$ cat src/rtl/mc_core_pkg.sv
// Shared definitions for the mc_core sequential integer core: opcodes,
// function codes, ALU operations, FSM states and the instruction decoder.
package mc_core_pkg;

   localparam logic [6:0] OPC_OP     = 7'b0110011;
   localparam logic [6:0] OPC_OP_IMM = 7'b0010011;
   localparam logic [6:0] OPC_LUI    = 7'b0110111;

   localparam logic [2:0] F3_ADD  = 3'b000;
   localparam logic [2:0] F3_SLL  = 3'b001;
   localparam logic [2:0] F3_SLT  = 3'b010;
   localparam logic [2:0] F3_SLTU = 3'b011;
   localparam logic [2:0] F3_XOR  = 3'b100;
   localparam logic [2:0] F3_SR   = 3'b101;
   localparam logic [2:0] F3_OR   = 3'b110;
   localparam logic [2:0] F3_AND  = 3'b111;

   localparam logic [6:0] F7_BASE = 7'b0000000;
   localparam logic [6:0] F7_ALT  = 7'b0100000;

   typedef enum logic [3:0] {
      ALU_ADD, ALU_SUB, ALU_AND, ALU_OR, ALU_XOR,
      ALU_SLT, ALU_SLTU, ALU_SLL, ALU_SRL, ALU_SRA, ALU_PASS_B
   } alu_op_e;

   typedef enum logic [1:0] {
      S_IDLE   = 2'd0,
      S_DECODE = 2'd1,
      S_EXEC   = 2'd2,
      S_WB     = 2'd3
   } state_e;

   typedef struct packed {
      logic    legal;
      alu_op_e op;
      logic    use_imm;
      logic    use_rs1;
      logic    use_rs2;
   } dec_t;

   function automatic alu_op_e f3_op(input logic [2:0] f3);
      alu_op_e op;
      case (f3)
         F3_ADD:  op = ALU_ADD;
         F3_SLL:  op = ALU_SLL;
         F3_SLT:  op = ALU_SLT;
         F3_SLTU: op = ALU_SLTU;
         F3_XOR:  op = ALU_XOR;
         F3_SR:   op = ALU_SRL;
         F3_OR:   op = ALU_OR;
         F3_AND:  op = ALU_AND;
         default: op = ALU_ADD;
      endcase
      return op;
   endfunction

   // Opcode/funct legality only; register index range is checked by the core.
   function automatic dec_t decode(input logic [31:0] ins);
      dec_t       d;
      logic [2:0] f3;
      logic [6:0] f7;
      f3 = ins[14:12];
      f7 = ins[31:25];
      d.legal   = 1'b0;
      d.op      = ALU_ADD;
      d.use_imm = 1'b0;
      d.use_rs1 = 1'b0;
      d.use_rs2 = 1'b0;
      case (ins[6:0])
         OPC_OP: begin
            d.use_rs1 = 1'b1;
            d.use_rs2 = 1'b1;
            if (f7 == F7_BASE) begin
               d.legal = 1'b1;
               d.op    = f3_op(f3);
            end else if ((f7 == F7_ALT) && (f3 == F3_ADD)) begin
               d.legal = 1'b1;
               d.op    = ALU_SUB;
            end else if ((f7 == F7_ALT) && (f3 == F3_SR)) begin
               d.legal = 1'b1;
               d.op    = ALU_SRA;
            end else begin
               d.legal = 1'b0;
            end
         end
         OPC_OP_IMM: begin
            d.use_rs1 = 1'b1;
            d.use_imm = 1'b1;
            d.op      = f3_op(f3);
            if (f3 == F3_SLL) begin
               d.legal = (f7 == F7_BASE);
            end else if (f3 == F3_SR) begin
               d.legal = (f7 == F7_BASE) || (f7 == F7_ALT);
               d.op    = (f7 == F7_ALT) ? ALU_SRA : ALU_SRL;
            end else begin
               d.legal = 1'b1;
            end
         end
         OPC_LUI: begin
            d.legal   = 1'b1;
            d.op      = ALU_PASS_B;
            d.use_imm = 1'b1;
         end
         default: d.legal = 1'b0;
      endcase
      return d;
   endfunction

endpackage

$ cat src/rtl/mc_alu.sv
// Combinational ALU for mc_core; wraps modulo 2^XLEN, shifts use the low
// log2(XLEN) bits of b.
module mc_alu
   import mc_core_pkg::*;
#(
   parameter int XLEN = 32
) (
   input  logic [XLEN-1:0] a,
   input  logic [XLEN-1:0] b,
   input  alu_op_e         op,
   output logic [XLEN-1:0] y
);

   localparam int SW = $clog2(XLEN);

   logic [SW-1:0] shamt_s;

   assign shamt_s = b[SW-1:0];

   // Operation select.
   always_comb begin
      y = '0;
      case (op)
         ALU_ADD:    y = a + b;
         ALU_SUB:    y = a - b;
         ALU_AND:    y = a & b;
         ALU_OR:     y = a | b;
         ALU_XOR:    y = a ^ b;
         ALU_SLT:    y = XLEN'($signed(a) < $signed(b));
         ALU_SLTU:   y = XLEN'(a < b);
         ALU_SLL:    y = a << shamt_s;
         ALU_SRL:    y = a >> shamt_s;
         ALU_SRA:    y = $unsigned($signed(a) >>> shamt_s);
         ALU_PASS_B: y = b;
         default:    y = '0;
      endcase
   end

endmodule

$ cat src/rtl/mc_core.sv
// Multi-cycle RV32I integer subset core: IDLE -> DECODE -> EXEC -> WB, one
// instruction in flight, inline NREG x XLEN register file.
module mc_core
   import mc_core_pkg::*;
#(
   parameter int XLEN = 32,
   parameter int NREG = 32
) (
   input  logic            clk,
   input  logic            reset,
   input  logic            instr_valid,
   input  logic [31:0]     instr,
   output logic            instr_ready,
   output logic            res_valid,
   input  logic            res_ready,
   output logic [XLEN-1:0] result,
   output logic [4:0]      res_rd,
   output logic            illegal
);

   localparam int RW = $clog2(NREG);

   state_e          state_r, state_nx_s;
   logic [31:0]     instr_r;
   logic [XLEN-1:0] regs_r [NREG];
   logic [XLEN-1:0] a_r, b_r, alu_y_s, rs1_val_s, rs2_val_s, imm_s;
   alu_op_e         op_r;
   logic [4:0]      rd_r, res_rd_r, rs1_s, rs2_s, rd_s;
   logic [XLEN-1:0] result_r;
   logic            res_valid_r, illegal_r;
   dec_t            dec_s;
   logic            legal_s;

   assign rd_s  = instr_r[11:7];
   assign rs1_s = instr_r[19:15];
   assign rs2_s = instr_r[24:20];

   // Decode, index range check, operand read and immediate generation.
   always_comb begin
      dec_s   = decode(instr_r);
      legal_s = dec_s.legal
                && (int'(rd_s) < NREG)
                && !(dec_s.use_rs1 && (int'(rs1_s) >= NREG))
                && !(dec_s.use_rs2 && (int'(rs2_s) >= NREG));
      rs1_val_s = (rs1_s == 5'd0) ? '0 : regs_r[rs1_s[RW-1:0]];
      rs2_val_s = (rs2_s == 5'd0) ? '0 : regs_r[rs2_s[RW-1:0]];
      if (instr_r[6:0] == OPC_LUI) begin
         imm_s = XLEN'($signed({instr_r[31:12], 12'h000}));
      end else begin
         imm_s = XLEN'($signed(instr_r[31:20]));
      end
   end

   mc_alu #(.XLEN(XLEN)) u_alu (
      .a  (a_r),
      .b  (b_r),
      .op (op_r),
      .y  (alu_y_s)
   );

   // FSM state register.
   always_ff @(posedge clk or negedge reset) begin
      if (!reset) begin
         state_r <= S_IDLE;
      end else begin
         state_r <= state_nx_s;
      end
   end

   // FSM next-state logic.
   always_comb begin
      state_nx_s = state_r;
      case (state_r)
         S_IDLE:   state_nx_s = instr_valid ? S_DECODE : S_IDLE;
         S_DECODE: state_nx_s = legal_s ? S_EXEC : S_IDLE;
         S_EXEC:   state_nx_s = S_WB;
         S_WB:     state_nx_s = res_ready ? S_IDLE : S_WB;
         default:  state_nx_s = S_IDLE;
      endcase
   end

   // Datapath, result registers and register file; x0 is never written.
   always_ff @(posedge clk or negedge reset) begin
      if (!reset) begin
         instr_r     <= 32'h0000_0000;
         a_r         <= '0;
         b_r         <= '0;
         op_r        <= ALU_ADD;
         rd_r        <= 5'd0;
         result_r    <= '0;
         res_rd_r    <= 5'd0;
         res_valid_r <= 1'b0;
         illegal_r   <= 1'b0;
         for (int i = 0; i < NREG; i++) begin
            regs_r[i] <= '0;
         end
      end else begin
         illegal_r <= 1'b0;
         case (state_r)
            S_IDLE: begin
               if (instr_valid) begin
                  instr_r <= instr;
               end
            end
            S_DECODE: begin
               if (legal_s) begin
                  a_r  <= rs1_val_s;
                  b_r  <= dec_s.use_imm ? imm_s : rs2_val_s;
                  op_r <= dec_s.op;
                  rd_r <= rd_s;
               end else begin
                  illegal_r <= 1'b1;
               end
            end
            S_EXEC: begin
               result_r    <= alu_y_s;
               res_rd_r    <= rd_r;
               res_valid_r <= 1'b1;
            end
            S_WB: begin
               if (res_ready) begin
                  res_valid_r <= 1'b0;
                  if (res_rd_r != 5'd0) begin
                     regs_r[res_rd_r[RW-1:0]] <= result_r;
                  end
               end
            end
            default: res_valid_r <= 1'b0;
         endcase
      end
   end

   assign instr_ready = (state_r == S_IDLE);
   assign res_valid   = res_valid_r;
   assign result      = result_r;
   assign res_rd      = res_rd_r;
   assign illegal     = illegal_r;

endmodule

$ cat config.mk
export PLATFORM = sky130hd
export DESIGN_NAME = mc_core
export DESIGN_NICKNAME = d
export VERILOG_FILES = /design/src/rtl/mc_core_pkg.sv /design/src/rtl/mc_alu.sv /design/src/rtl/mc_core.sv
export SDC_FILE = /design/constraint.sdc
export NUM_CORES = 2
export LEC_CHECK = 0
export CAP_MARGIN = 20
export CORE_ASPECT_RATIO = 0.5
export CORE_UTILIZATION = 58
export CTS_BUF_LIST = sky130_fd_sc_hd__clkbuf_4 sky130_fd_sc_hd__clkbuf_8 sky130_fd_sc_hd__clkbuf_16
export CTS_CLUSTER_SIZE = 14
export DETAILED_ROUTE_END_ITERATION = 12
export HOLD_SLACK_MARGIN = 0.03
export PLACE_DENSITY = 0.77
export SKIP_LAST_GASP = 1
export SLEW_MARGIN = 10
export SYNTH_ARGS = -nofsm -noshare
export SYNTH_HDL_FRONTEND = slang
export SYNTH_SLANG_ARGS = --single-unit
$ cat constraint.sdc
create_clock -name clk -period 3.8 [get_ports clk]
set_input_delay 0.76 -clock clk [delete_from_list [all_inputs] [get_ports clk]]
set_output_delay 0.76 -clock clk [all_outputs]
set_load 0.01 [all_outputs]
* Yosys cells after proc, flatten, opt, wreduce, memory -nomap -nowiden
Memories as Yosys holds them, arrays and structs flattened.
Cells that the tools add are included.
** Storage, ports and cells
- Bits in registers :: 1170
- Memory bits (read-only) :: 64
- Bits of input ports :: 36
- Logic and storage cells :: 132
- Memories kept :: 2
** Memories
- (no name shown) :: depth 8, width 4, read ports 1, clocked after memory_dff 0, wr ports 0, RTL line mc_core_pkg.sv:43 : case (f3)
- (no name shown) :: depth 8, width 4, read ports 1, clocked after memory_dff 0, wr ports 0, RTL line mc_core_pkg.sv:43
** Cells by class
- Add/subtract/negate cells :: 2
- Order comparisons :: 6
- Eq/ne operators :: 20
- Shift operators :: 3
- Mux-type cells :: 34
- Bitwise logic cells :: 6
- Reduce and logical (&&, ||, !) cells :: 17
** Operator list (number)
- $bwmux 1024 :: 1
- $pmux 32 s11 :: 1
- $bmux 32 s5 :: 2
- $mux 32 :: 8
- $demux 32 s5 :: 1
- $lt 32x32->1 :: 2
- $add 32x32->32 :: 1
- $and 32x32->32 :: 1
- $or 32x32->32 :: 1
- $shl 32x5->32 :: 1
- $shr 32x5->32 :: 1
- $sshr 32x5->32 :: 1
- $sub 32x32->32 :: 1
- $xor 32x32->32 :: 1
- $mux 31 :: 1
- $eq 7x6->1 const B :: 3
- $ge 6x6->1 const B :: 3
- $not 5->6 :: 3
- $eq 4x3->1 const B :: 4
- $eq 4x4->1 const B :: 3
- $mux 4 :: 3
- $pmux 4 s3 :: 1
- $logic_not 5->1 :: 2
- $mux 5 :: 2
- 25 further kinds :: 40

* Longest topological paths before layout
- Depth in word-level cells :: 8
- Mapped depth :: 15
- Gate-level depth less buffers :: 13

* Cells and area by module
Synthesis repeated with hierarchy kept, for this count alone.
** Unflattened totals
- Cells, all modules :: 5301
- Area total of the unflattened synthesis :: 68608.3 um^2
** By module, submodules not included
- mc_core :: instances 1, cells an instance 3949, area an instance 59873.7 um^2, sequential area each 29278.1 um^2
- mc_alu :: instances 1, cells an instance 1352, area an instance 8734.6 um^2, sequential area each 0.0 um^2

* Worst setup path before layout
Ideal clock, no wire load.
- Kind :: register -> register
- Start point :: register b_r[2]
- End point :: register result_r[24], in the netlist result[24]
- Library setup time :: 0.077 ns
- Arrival :: 3.632 ns
- Required time :: 3.723 ns
- Slack :: 0.090 ns
- Stages on the path, launching flop included :: 16
- Path buffers :: 4
- Cell sequence :: dfrtp_1 > clkbuf_1 > inv_2 > buf_2 > buf_1 > buf_2 > ha_1 > a21o_1 > a31o_2 > a21oi_1 > a2111o_1 > a2bb2oi_1 > nor4b_1 > o31a_1 > o21ai_0 > a21oi_1
** On the way
- Word-level cells in the longest chain between the ends :: 2
** RTL lines
- from (decl) :: RTL line mc_core.sv:26 : logic [XLEN-1:0] a_r, b_r, alu_y_s, rs1_val_s, rs2_val_s, imm_s;
- from (signal assigned) :: RTL line mc_core.sv:108 : b_r <= dec_s.use_imm ? imm_s : rs2_val_s;
- $sub 32x32->32 (tied with other cells) :: RTL line mc_alu.sv:25 : ALU_SUB: y = a - b;
- $pmux 32 s11 * :: RTL line mc_alu.sv:23 : case (op)
- to (signal assigned) :: RTL line mc_core.sv:116 : result_r <= alu_y_s;
- to (decl) :: RTL line mc_core.sv:29 : logic [XLEN-1:0] result_r;
Every way passes the cells marked *; elsewhere a longest branch is shown, timed or not.
A chain may end at the register's enable or synchronous reset.

* Final worst setup path
- Start point :: register instr_r[27]
- End point :: register b_r[26]
** On the way
- Word-level cells in the longest chain between the ends :: 7
** RTL lines
- from (decl) :: RTL line mc_core.sv:24 : logic [31:0] instr_r;
- from (signal assigned) :: RTL line mc_core.sv:102 : instr_r <= instr;
- $eq 7x6->1 :: RTL line mc_core_pkg.sv:76, mc_core_pkg.sv:79, mc_core_pkg.sv:93
- $logic_and 1x1->1 :: RTL line mc_core_pkg.sv:79 : end else if ((f7 == F7_ALT) && (f3 == F3_SR)) begin
- $mux 1 :: RTL line mc_core_pkg.sv:79
- $mux 5 :: RTL line mc_core_pkg.sv:76 : end else if ((f7 == F7_ALT) && (f3 == F3_ADD)) begin
- $mux 5 :: RTL line mc_core_pkg.sv:73 : if (f7 == F7_BASE) begin
- $pmux 1 s3 * :: RTL line mc_core_pkg.sv:69 : case (ins[6:0])
- $reduce_and 2->1 (no line) *
Marked as above.

==> Implementation_results.wiki <==
{| class="wikitable"
! Metric !! Value
|-
| Yosys top cell by area || dfrtp_1
|-
| Final setup skew || 0.0497 ns
|-
| Routability congestion estimate from global placement || 1.02
|-
| Synthesized net count || 5113
|-
| Fraction of final layout cells with drive strength greater than 1 || 47.0%
|-
| P&R area growth vs syn || 11.8%
|-
| Maximum fanout along the worst path || 12
|-
| Setup TNS || 0 ns
|-
| Unrepaired setup endpoints after global routing || false
|-
| Worst R2R Path Depth || 11
|-
| Post-layout min period || 3.54 ns
|-
| Area of combinational cells with multiple inputs || 36700 um2
|-
| GRT Max-Usage Layer || met2
|-
| Antenna Violating Nets Remaining || 0
|-
| Arrival time of the worst setup path || 4.13 ns
|-
| Crit path depth || 11
|-
| Met1 GRT Util || 54.7%
|-
| Number of filler cells placed in the layout || 8079
|-
| Worst setup path class || flip-flop to flip-flop
|-
| Element type at the critical path start || flip-flop
|-
| Power density relative to cell area || 537 nW/um2
|-
| Die span in y || 245 um
|-
| Overall fraction of global-route tracks in use || 39.5%
|-
| Final hold viol count || 0
|-
| Register clock-pin slew on the reported worst setup and hold paths || 0.07 ns
|-
| Required time at the endpoint of the critical path || 4.39 ns
|-
| Delay of the slowest cell on the worst path || 0.51 ns
|-
| Hold Crit Depth || 0
|-
| Met2 track utilization from global routing || 57.1%
|-
| Cell with the largest stage delay on the worst path || dfrtp_1
|-
| Synth top area cells || dfrtp_1 43%, mux4_2 22%, mux2_2 18%
|-
| Final routed wire length divided by cell count || 34.7 um
|-
| Number of max-capacitance violations reported || 0
|-
| Total power consumption of the routed design || 41.0 mW
|-
| Clock tree from TritonCTS || built
|-
| Ports || 76
|-
| Clock tree root buffer cell || clkbuf_16
|-
| Detailed Route Iter0 Violations || 6206
|-
| Via count normalized by instance count || 7.29
|-
| Asr flop ratio synth || 100%
|-
| Average instance area after synthesis || 13.7 um2
|-
| CP top delay family || simple AND/OR/NAND/NOR gates
|-
| Worst path buffer plus inverter count || 2
|-
| YS warnings || 0
|-
| Flip-flop and latch count after synthesis || 1170
|-
| Fin. max-slew vios || 0
|-
| Fmax || 283 MHz
|-
| Relative slew slack || 25.4%
|-
| Final instance count without filler cells || 6645
|-
| Total core area || 116000 um2
|-
| Cell count after synthesis || 4974
|-
| Leading register cell type out of synthesis || dfrtp_1
|-
| Share of the yosys chip area belonging to registers || 42.9%
|-
| Clk Latency, worst-skew pair || 0.76 ns
|-
| Post-synthesis cell area || 68300 um2
|-
| Chip width || 487 um
|-
| Drt total wl || 231000 um
|-
| Detailed-route via count || 48500
|-
| Count of H-tree levels built during CTS || 3
|-
| Pin count of the biggest net entering global routing || 106
|-
| Total congestion overflow || 0
|-
| Number of flops mapped to enable cells by yosys || 0
|-
| Final setup fails || 0
|-
| Result of the run || completed
|-
| Met3 global-route usage || 14.2%
|-
| Number of buffers added by the clock tree synthesis step || 106
|-
| CP endpoint kind || flip-flop
|-
| Cells along the critical path || nor4_1 > nand2_1 > a31oi_1 > o21ai_0 > a21oi_1 > nor3b_4 > nand2_1 > buf_4 > a221oi_1 > buf_4 > a21oi_1
|-
| Min-delay worst type || flip-flop to flip-flop
|-
| Nets || 5128
|-
| Number of antenna violations at the first check in global routing || 8
|-
| CTS Sinks || 1170
|-
| Starting utilization of the core area || 58.8%
|-
| Diodes inserted || 0
|-
| Full die area || 119000 um2
|-
| Number of iterations in the first detailed-routing pass || 8
|-
| Worst IR drop on VDD || 0.000522 V
|-
| Standby leakage power || 34.3 nW
|-
| Post-placement cell count || 6454
|-
| Sequential cell area || 29300 um2
|-
| Netlist cell types || 89
|-
| DPL Wire Length || 151000 um
|-
| First-pass GRT wire length || 341000 um
|-
| Max Root-Sink Buffers || 3
|-
| Number of remaining DRC errors || 0
|-
| Count of input and output buffers || 75
|-
| Worst Tran Pin Value || 1.12 ns
|-
| Share of Yosys cell area claimed by the top area cell type || 42.9%
|-
| Period utilisation layout || 93.1%
|-
| Placement Rows || 88
|-
| Number of global-route vias before repair || 49400
|}
-- synth_stat cells (56+ instances only) --
master / instances
a221oi_1: 56
clkbuf_1: 374
nand2_1: 183
buf_1: 87
mux2i_1: 85
ha_1: 101
a21oi_1: 205
dfrtp_1: 1170
nor2_1: 205
inv_1: 108
mux2_2: 1079
mux4_2: 677
o21ai_0: 108
-- cells in the final DEF (no fill, tap or decap), types with 7 or more instances in the layout --
cell type	instances
inv_1	108
clkbuf_8	23
mux4_2	677
mux2i_1	85
nand2_1	172
o21bai_1	10
mux2_2	1079
nor2_4	12
a221o_1	11
nand3b_1	7
o21ai_0	108
a31oi_1	23
nand2b_1	16
nor2_1	191
dfrtp_1	1156
clkinv_2	16
nand3_1	26
xnor2_1	19
a22oi_1	12
a21o_1	16
clkdlybuf4s50_1	74
clkbuf_4	27
nor4_1	14
nor3_1	26
buf_4	281
a21oi_1	205
ha_1	101
o31ai_1	12
clkbuf_16	106
nand2_2	12
o22ai_1	51
nand4_1	8
buf_12	74
a2111oi_0	13
dfrtp_4	9
a221oi_1	55
o211ai_1	22
a211oi_1	34
-- per-stage QoR --
stage / utilization (%) / setup WS [ns] / cell area [um2] / hold slack [ns]
6_report: 65.8 / 0.261 / 76400 / 0.395
5_1_grt: 65.8 / 0.101 / 76400 / 0.413
4_1_cts: 65.8 / 0.206 / 76300 / 0.395
3_5_place_dp: 62.7 / 0.199 / 72800 / 0.380
3_3_place_gp: 62.7 / 0.152 / 72800 / 0.362
2_1_floorplan: - / 0.0902 / 68300 / 0.425
-- report_power, final --
part	internal [mW]	switching [mW]
sequential	13.0	1.46
combinational	6.09	9.32
clock	6.03	5.11
total	25.1	15.9
-- cell type report --
| cell class | instances | area share [%] |
|---|---|---|
| Inverter | 111 | 0.546 |
| Timing Repair Buffer | 432 | 5.74 |
| Sequential cell | 1170 | 38.4 |
| Tap cell | 1575 | 2.58 |
| Multi-Input combinational cell | 3168 | 48.1 |
| Clock buffer | 156 | 4.15 |
| Clock inverter | 33 | 0.485 |
-- state kept, by name, summed over array words and instances (netlist names) --
register	cells
regs_r	1024
a_r	32
b_r	32
instr_r	32
result	32
rd_r	5
res_rd	5
op_r	4
state_r	2
illegal	1
res_valid	1
-- metal layers --
layer | routed length (um) | share of wire [%]
met1 | 89300 | 39
met4 | 10000 | 4.3
met3 | 29900 | 13
met2 | 102000 | 44
met5 | 38 | 0.016
-- repair_timing --
action,CTS,global route
endpoints found under the setup margin,0,5
hold endpoints to repair,23,0
hold buffers,1,0
resized for setup,0,3
setup buffers,0,0
-- cells by family after synthesis --
logic type / after synthesis / share of synthesized area [%]
buf+inv: 636 / 3.68
flops: 1170 / 42.9
mux: 1845 / 41.5
simple gates: 547 / 3.59
xor+xnor: 21 / 0.269
compound gates: 652 / 6.22
fa+ha+maj: 103 / 1.91
-- path summary, 6_finish.rpt --
kind	start	endpoint	slack (ns)
setup / recovery	instr_r[27]	b_r[26]	0.26
hold / removal	regs_r[1019]	regs_r[1019]	0.39
setup reg to reg	instr_r[27]	b_r[26]	0.26
hold reg to reg	regs_r[1019]	regs_r[1019]	0.39
max in group asynchronous	reset	regs_r[904]	2.04
min in group asynchronous	reset	regs_r[241]	0.55
(Power assumes the default switching activity.)
